**src/rtl/simdma_init_seq.sv**
```systemverilog
// Init-ROM walker: streams NOP/WRITE/END records from a synchronous ROM into a valid/ready write port.
// SIMDMA_INIT_CHKSUM_EN adds a trailing XOR checksum word check after END.

package simdma_init_pkg;
  typedef struct packed {
    logic clk;
  } iu_clk_type;
endpackage

module simdma_init_seq
  import simdma_init_pkg::*;
(
  input  iu_clk_type  gclk,
  input  logic        rst,
  input  logic        start,
  output logic [15:0] rom_addr,
  input  logic [31:0] rom_dout,
  output logic        wr_valid,
  output logic [31:0] wr_addr,
  output logic [31:0] wr_data,
  input  logic        wr_ready,
  output logic        busy,
  output logic        done,
  output logic        err
);

  typedef enum logic [3:0] {
    S_IDLE, S_FETCH, S_HDR, S_BASE, S_DATA, S_WAIT_WR, S_CHK, S_DONE, S_ERR
  } state_t;

  localparam logic [3:0] OP_NOP   = 4'h0;
  localparam logic [3:0] OP_WRITE = 4'h1;
  localparam logic [3:0] OP_END   = 4'hF;

  state_t      state_q, state_d;
  logic [13:0] idx_q, idx_d;
  logic        rd_vld_q, rd_vld_d;
  logic        hold_vld_q, hold_vld_d;
  logic [31:0] hold_q, hold_d;
  logic        ovr_q, ovr_d;
  logic [15:0] rem_q, rem_d;
  logic        wr_valid_q, wr_valid_d;
  logic [31:0] wr_addr_q, wr_addr_d;
  logic [31:0] wr_data_q, wr_data_d;
  logic        busy_q, busy_d;
  logic        done_q, done_d;
  logic        err_q, err_d;
`ifdef SIMDMA_INIT_CHKSUM_EN
  logic [31:0] chk_q, chk_d;
`endif

  logic [31:0] word;
  logic [15:0] rem_dec;
  logic        consume, last, issue;

  // idx_q is the word index on the ROM address bus; bit 13 flags the fetch past the last word
  always_comb begin
    state_d    = state_q;
    idx_d      = idx_q;
    hold_vld_d = hold_vld_q;
    hold_d     = hold_q;
    ovr_d      = ovr_q;
    rem_d      = rem_q;
    wr_valid_d = wr_valid_q;
    wr_addr_d  = wr_addr_q;
    wr_data_d  = wr_data_q;
    busy_d     = busy_q;
    done_d     = done_q;
    err_d      = err_q;
`ifdef SIMDMA_INIT_CHKSUM_EN
    chk_d      = chk_q;
`endif
    consume    = 1'b0;
    last       = 1'b0;
    word       = hold_vld_q ? hold_q : rom_dout;
    rem_dec    = rem_q - 16'd1;

    case (state_q)
      S_IDLE: begin
        idx_d = '0;
        ovr_d = 1'b0;
        if (start) begin
          state_d = S_FETCH;
          busy_d  = 1'b1;
          done_d  = 1'b0;
          err_d   = 1'b0;
`ifdef SIMDMA_INIT_CHKSUM_EN
          chk_d   = '0;
`endif
        end
      end
      S_FETCH: state_d = S_HDR;
      S_HDR: begin
        consume = 1'b1;
        if (ovr_q) begin
          last    = 1'b1;
          state_d = S_ERR;
        end else begin
          case (word[31:28])
            OP_NOP:   state_d = S_HDR;
            OP_WRITE: begin
              rem_d   = word[15:0];
              state_d = S_BASE;
            end
`ifdef SIMDMA_INIT_CHKSUM_EN
            OP_END:   state_d = S_CHK;
`else
            OP_END: begin
              last    = 1'b1;
              state_d = S_DONE;
            end
`endif
            default: begin
              last    = 1'b1;
              state_d = S_ERR;
            end
          endcase
        end
      end
      S_BASE: begin
        consume = 1'b1;
        if (ovr_q) begin
          last    = 1'b1;
          state_d = S_ERR;
        end else begin
          wr_addr_d = word;
          state_d   = (rem_q == 16'd0) ? S_HDR : S_DATA;
        end
      end
      S_DATA: begin
        consume = 1'b1;
        if (ovr_q) begin
          last    = 1'b1;
          state_d = S_ERR;
        end else begin
          wr_data_d  = word;
          wr_valid_d = 1'b1;
          state_d    = S_WAIT_WR;
        end
      end
      S_WAIT_WR: begin
        if (wr_ready) begin
          rem_d = rem_dec;
          if (rem_dec == 16'd0) begin
            wr_valid_d = 1'b0;
            state_d    = S_HDR;
          end else begin
            consume = 1'b1;
            if (ovr_q) begin
              last       = 1'b1;
              wr_valid_d = 1'b0;
              state_d    = S_ERR;
            end else begin
              wr_addr_d = wr_addr_q + 32'd4;
              wr_data_d = word;
            end
          end
        end
      end
`ifdef SIMDMA_INIT_CHKSUM_EN
      S_CHK: begin
        consume = 1'b1;
        last    = 1'b1;
        state_d = (!ovr_q && word == chk_q) ? S_DONE : S_ERR;
      end
`endif
      S_DONE: begin
        busy_d     = 1'b0;
        done_d     = 1'b1;
        wr_valid_d = 1'b0;
        state_d    = S_IDLE;
      end
      S_ERR: begin
        busy_d     = 1'b0;
        err_d      = 1'b1;
        wr_valid_d = 1'b0;
        state_d    = S_IDLE;
      end
      default: state_d = S_IDLE;
    endcase

    // One read in flight at most: a new address is issued only when the current word is used
    issue = (state_q == S_FETCH) || (consume && !last);
    if (issue) begin
      idx_d = idx_q + {13'd0, ~idx_q[13]};
      ovr_d = idx_q[13];
    end
    rd_vld_d = issue;

    if (consume) begin
      hold_vld_d = 1'b0;
    end else if (rd_vld_q) begin
      hold_vld_d = 1'b1;
      hold_d     = rom_dout;
    end

`ifdef SIMDMA_INIT_CHKSUM_EN
    if (consume && state_q != S_CHK) chk_d = chk_q ^ word;
`endif
  end

  always_ff @(posedge gclk.clk or posedge rst) begin
    if (rst) begin
      state_q    <= S_IDLE;
      idx_q      <= '0;
      rd_vld_q   <= 1'b0;
      hold_vld_q <= 1'b0;
      hold_q     <= '0;
      ovr_q      <= 1'b0;
      rem_q      <= '0;
      wr_valid_q <= 1'b0;
      wr_addr_q  <= '0;
      wr_data_q  <= '0;
      busy_q     <= 1'b0;
      done_q     <= 1'b0;
      err_q      <= 1'b0;
`ifdef SIMDMA_INIT_CHKSUM_EN
      chk_q      <= '0;
`endif
    end else begin
      state_q    <= state_d;
      idx_q      <= idx_d;
      rd_vld_q   <= rd_vld_d;
      hold_vld_q <= hold_vld_d;
      hold_q     <= hold_d;
      ovr_q      <= ovr_d;
      rem_q      <= rem_d;
      wr_valid_q <= wr_valid_d;
      wr_addr_q  <= wr_addr_d;
      wr_data_q  <= wr_data_d;
      busy_q     <= busy_d;
      done_q     <= done_d;
      err_q      <= err_d;
`ifdef SIMDMA_INIT_CHKSUM_EN
      chk_q      <= chk_d;
`endif
    end
  end

  assign rom_addr = {1'b0, idx_q[12:0], 2'b00};
  assign wr_valid = wr_valid_q;
  assign wr_addr  = wr_addr_q;
  assign wr_data  = wr_data_q;
  assign busy     = busy_q;
  assign done     = done_q;
  assign err      = err_q;

endmodule

```
**config.mk**
```make
export PLATFORM = sky130hd
export DESIGN_NAME = simdma_init_seq
export DESIGN_NICKNAME = d
export VERILOG_FILES = /design/src/rtl/simdma_init_seq.sv
export SDC_FILE = /design/constraint.sdc
export NUM_CORES = 1
export LEC_CHECK = 0
export CORE_AREA = 4 4 121 123
export DETAILED_ROUTE_END_ITERATION = 8
export DIE_AREA = 0 0 125 127
export PLACE_DENSITY = 0.84
export SYNTH_ARGS = -nofsm -noshare
export SYNTH_HDL_FRONTEND = slang
export SYNTH_SLANG_ARGS = --single-unit
```
**constraint.sdc**
```tcl
create_clock -name gclk -period 8.35 [get_ports gclk]
set_input_delay 2.0875 -clock gclk [delete_from_list [all_inputs] [get_ports gclk]]
set_output_delay 2.0875 -clock gclk [all_outputs]
set_load 0.03 [all_outputs]
```
==> out/qor.csv <==
stage,metric,value,unit
drt,initial drt markers,652,
min_path,HP Class,register to register,
yosys,post-synthesis mux area share,0.1581,
yosys,Synth Area in Simple Gates,0.1532,
power,Power Density,431.7,mW/mm^2
yosys,yosys warns,0,
global_route,initial antenna violation count,0,
worst_setup_path,"Largest stage delay, worst path",0.88,ns
sta,fin. max-slew vios,0,
worst_setup_path,CP Class,input pin to register,
power,total chip power,4017,uW
worst_setup_path,CP endpoint kind,register,
sta,fin crit period,4.560,ns
worst_setup_path,critical path arrival,4.86,ns
yosys,ys async rst share,1.000,
sta,Final TNS setup,0,ns
floorplanning,placeable core region,0.01367,mm^2
floorplanning,Ports,120,
yosys,Synth Area in Compound Gates,0.1677,
yosys,Synth area leader,dfrtp_1,
drt,post-route ant nets,0,
clock_tree,Clock Latency Late Sink,0.43,ns
drt,DRC Markers,0,
worst_setup_path,CP Launch Point,rom_dout[29],
yosys,Post-synth EDFFs,0,
global_route,vias in the first global route,6098,
worst_setup_path,Worst Path Buf+Inv,1,
yosys,largest cells by area after synthesis,"dfrtp_1 45%, mux2_2 9.5%, mux2_4 5.5%",
floorplanning,die area,0.01588,mm^2
yosys,#FFs+latches synth,137,
global_route,largest net degree at the start of global routing,82,
placement,global placer's final weighted congestion,0.8878,
layout,P&R area growth vs syn,22.52,%
clock_tree,clk sinks,137,
floorplanning,Chip Width,125,um
layout,FILL cells,1026,
floorplanning,Die H,127,um
yosys,post-synthesis cell area,0.007596,mm^2
placement,I/O Buffers,116,
sta,Tcrit/Tclk final,0.5461,
worst_setup_path,Setup crit start kind,input pin,
power,switching pwr,1665,uW
job,max cap viols,0,
worst_setup_path,"delay-heaviest family, CP",compound AO/OA/AOI/OAI gates,
power,Sequential Power Share,0.323,
sta,Fmax,0.2193,GHz
power,VDD IR max,0.2375,mV
worst_setup_path,Critical R2R Launch,rem_q[0]$_DFFE_PP0P_,
layout,final instance area,0.009306,mm^2
drt,router iterations before antenna repair,5,
layout,final layout net count,889,
run_status,status,"complete, no violations",
sta,final hold vios,0,
drt,vias per inst,6.046,
layout,share of layout cells above drive strength 1,0.1684,
clock_tree,CTS Buf Count,17,
power,logic gate share of total power,0.487,
clock_tree,Setup Buffers After CTS,0,
min_path,worst hold start,wr_addr[0]$_DFFE_PP0P_,
yosys,mean area per synthesized cell,9.929,um^2
yosys,Mapped Cells,765,
placement,Placed Area,0.008707,mm^2
clock_tree,Worst-path clk slew,0.06,ns
clock_tree,maximum clock path buffer count,2,
worst_setup_path,CP max FO,27,
yosys,largest family of logic cells by synthesized area,compound AO/OA/AOI/OAI gates,
drt,Routed WL,18720,um
worst_setup_path,slowest CP cell,a31oi_2,
yosys,post-synth top area share,0.4513,
drt,wire length per cell,17.98,um
power,switch share,0.4145,
sta,Slew @ Worst Pin,1.051,ns
global_route,Total GRT Usage,0.2413,
sta,unrepaired setup endpoints after global routing,no,
sta,Finish-stage setup viols,0,
power,P_int,2352,uW
sta,skew final,0.01288,ns
sta,slew margin rel.,0.2973,
floorplanning,Initial Util,0.5559,
clock_tree,CTS resizes,0,
yosys,Synth top cells by count,"137 x dfrtp_1, 70 x a21oi_1, 64 x mux2_2",
clock_tree,CTS Root Buffer Type,clkbuf_16,
drt,via count,6294,
yosys,Yosys cell types,67,
yosys,Synth Area in Adders,0.008236,
power,clock group share of total power,0.190,
worst_setup_path,crit-path cells,"clkdlybuf4s50_1, mux2_2, or3_1, a21oi_1, nor2_1, a31oi_2, a21oi_2, a221o_1",
layout,ANT cells,0,
yosys,most frequent cell after synthesis,dfrtp_1,
clock_tree,H-tree Lvls,4,
yosys,sequential share of the synthesized area,0.4513,
global_route,total grt overflow,0,
global_route,global-route wire length before repair,31200,um
yosys,XOR/XNOR share of the synthesized area,0.005765,
clock_tree,CTS tree,yes,
worst_setup_path,CP Data Required Time,8.65,ns
placement,Post-DP HPWL,12200,um
clock_tree,hold_buf cts,0,
yosys,prevailing post-synth register cell,dfrtp_1,
floorplanning,# rows,43,
power,Lkg Pwr,0.003814,uW
-- layout by cell type, fill, tap and decap left out, drive strengths merged, types with 7 or more instances in the layout --
master         instances
and2                   7
clkdlybuf4s50        116
nor3                  19
a21oi                 73
nand4                  8
a31oi                 18
a2bb2oi                7
inv                   19
o22a                   8
o22ai                 13
and3                  13
or3                    8
o21ai                 62
nand2                 57
nand3                 20
clkbuf                24
nor2                  61
buf                    7
dfrtp                137
nor4                   7
mux2                  92
-- power by group through the flow --
stage	combinational [uW]	sequential, uW	clock, uW
3_3_place_gp	1900	1280	0
2_1_floorplan	1120	1500	0
6_report	1950	1300	765
4_1_cts	1960	1290	771
5_1_grt	2120	1350	803
3_5_place_dp	1940	1290	0
-- layer usage --
metal  wire length, um  vias to the layer above  GRT usage
met1              7933                     3040     0.3243
met2              8822                      274     0.3727
li1                  -                     2939          -
met5                 0                        -          0
met4               437                        0    0.08737
met3              1523                       41    0.07483
-- state kept, by name, indices dropped and copies added (netlist names) --
signal / flops
rem_q: 16
state_q: 4
rd_vld_q: 1
busy: 1
wr_valid: 1
wr_addr: 32
hold_vld_q: 1
wr_data: 32
hold_q: 32
idx_q: 14
done: 1
ovr_q: 1
err: 1
-- path summary, 6_finish.rpt --
path / slack, ns / end / cells past startpoint
max in group asynchronous: 4.82 / wr_addr[22]$_DFFE_PP0P_ / 3
worst min register to register: 0.49 / wr_addr[0]$_DFFE_PP0P_ / 2
worst min-delay path: 0.49 / wr_addr[0]$_DFFE_PP0P_ / 2
min in group asynchronous: 2.09 / hold_q[23]$_DFFE_PP0P_ / 2
worst max register to register: 4.32 / hold_q[6]$_DFFE_PP0P_ / 10
worst max-delay path: 3.79 / idx_q[10]$_DFFE_PP0P_ / 8
-- area by class of cell --
| class | instances | area (um^2) | share of cell area |
|---|---|---|---|
| Clock buffer | 24 | 481.7 | 0.05176 |
| Inverter | 19 | 76.32 | 0.008201 |
| Timing Repair Buffer | 123 | 1214 | 0.1304 |
| Sequential cell | 137 | 3428 | 0.3684 |
| Clock inverter | 8 | 117.6 | 0.01264 |
| Tap cell | 180 | 225.2 | 0.02420 |
| Multi-Input combinational cell | 550 | 3764 | 0.4044 |
-- cells by family after synthesis --
logic type | after synthesis
other | 1
adder cells (fa/ha/maj) | 5
AO/OA/AOI/OAI | 209
AND/OR/NAND/NOR | 230
flip-flops | 137
XOR/XNOR | 5
multiplexers | 98
buffers and inverters | 80
-- stage by stage --
stage               hold slack, ns  std cells    util  setup slack [ns]
floorplan                   0.4749        767       -             2.595
global placement            0.4677       1009  0.6372             3.405
detailed placement          0.4862       1009  0.6372             3.374
CTS                         0.4982       1041  0.6810             3.811
global route                0.5137       1041  0.6810             3.564
finish                      0.4866       1041  0.6810             3.790
-- worst min-delay path: cells and delay by family, from the launching register on --
kind            cells  cell delay [ns]
flops               1             0.34
simple gates        1             0.05
compound gates      1             0.06
No activity file was read; power rests on OpenSTA's default activity.
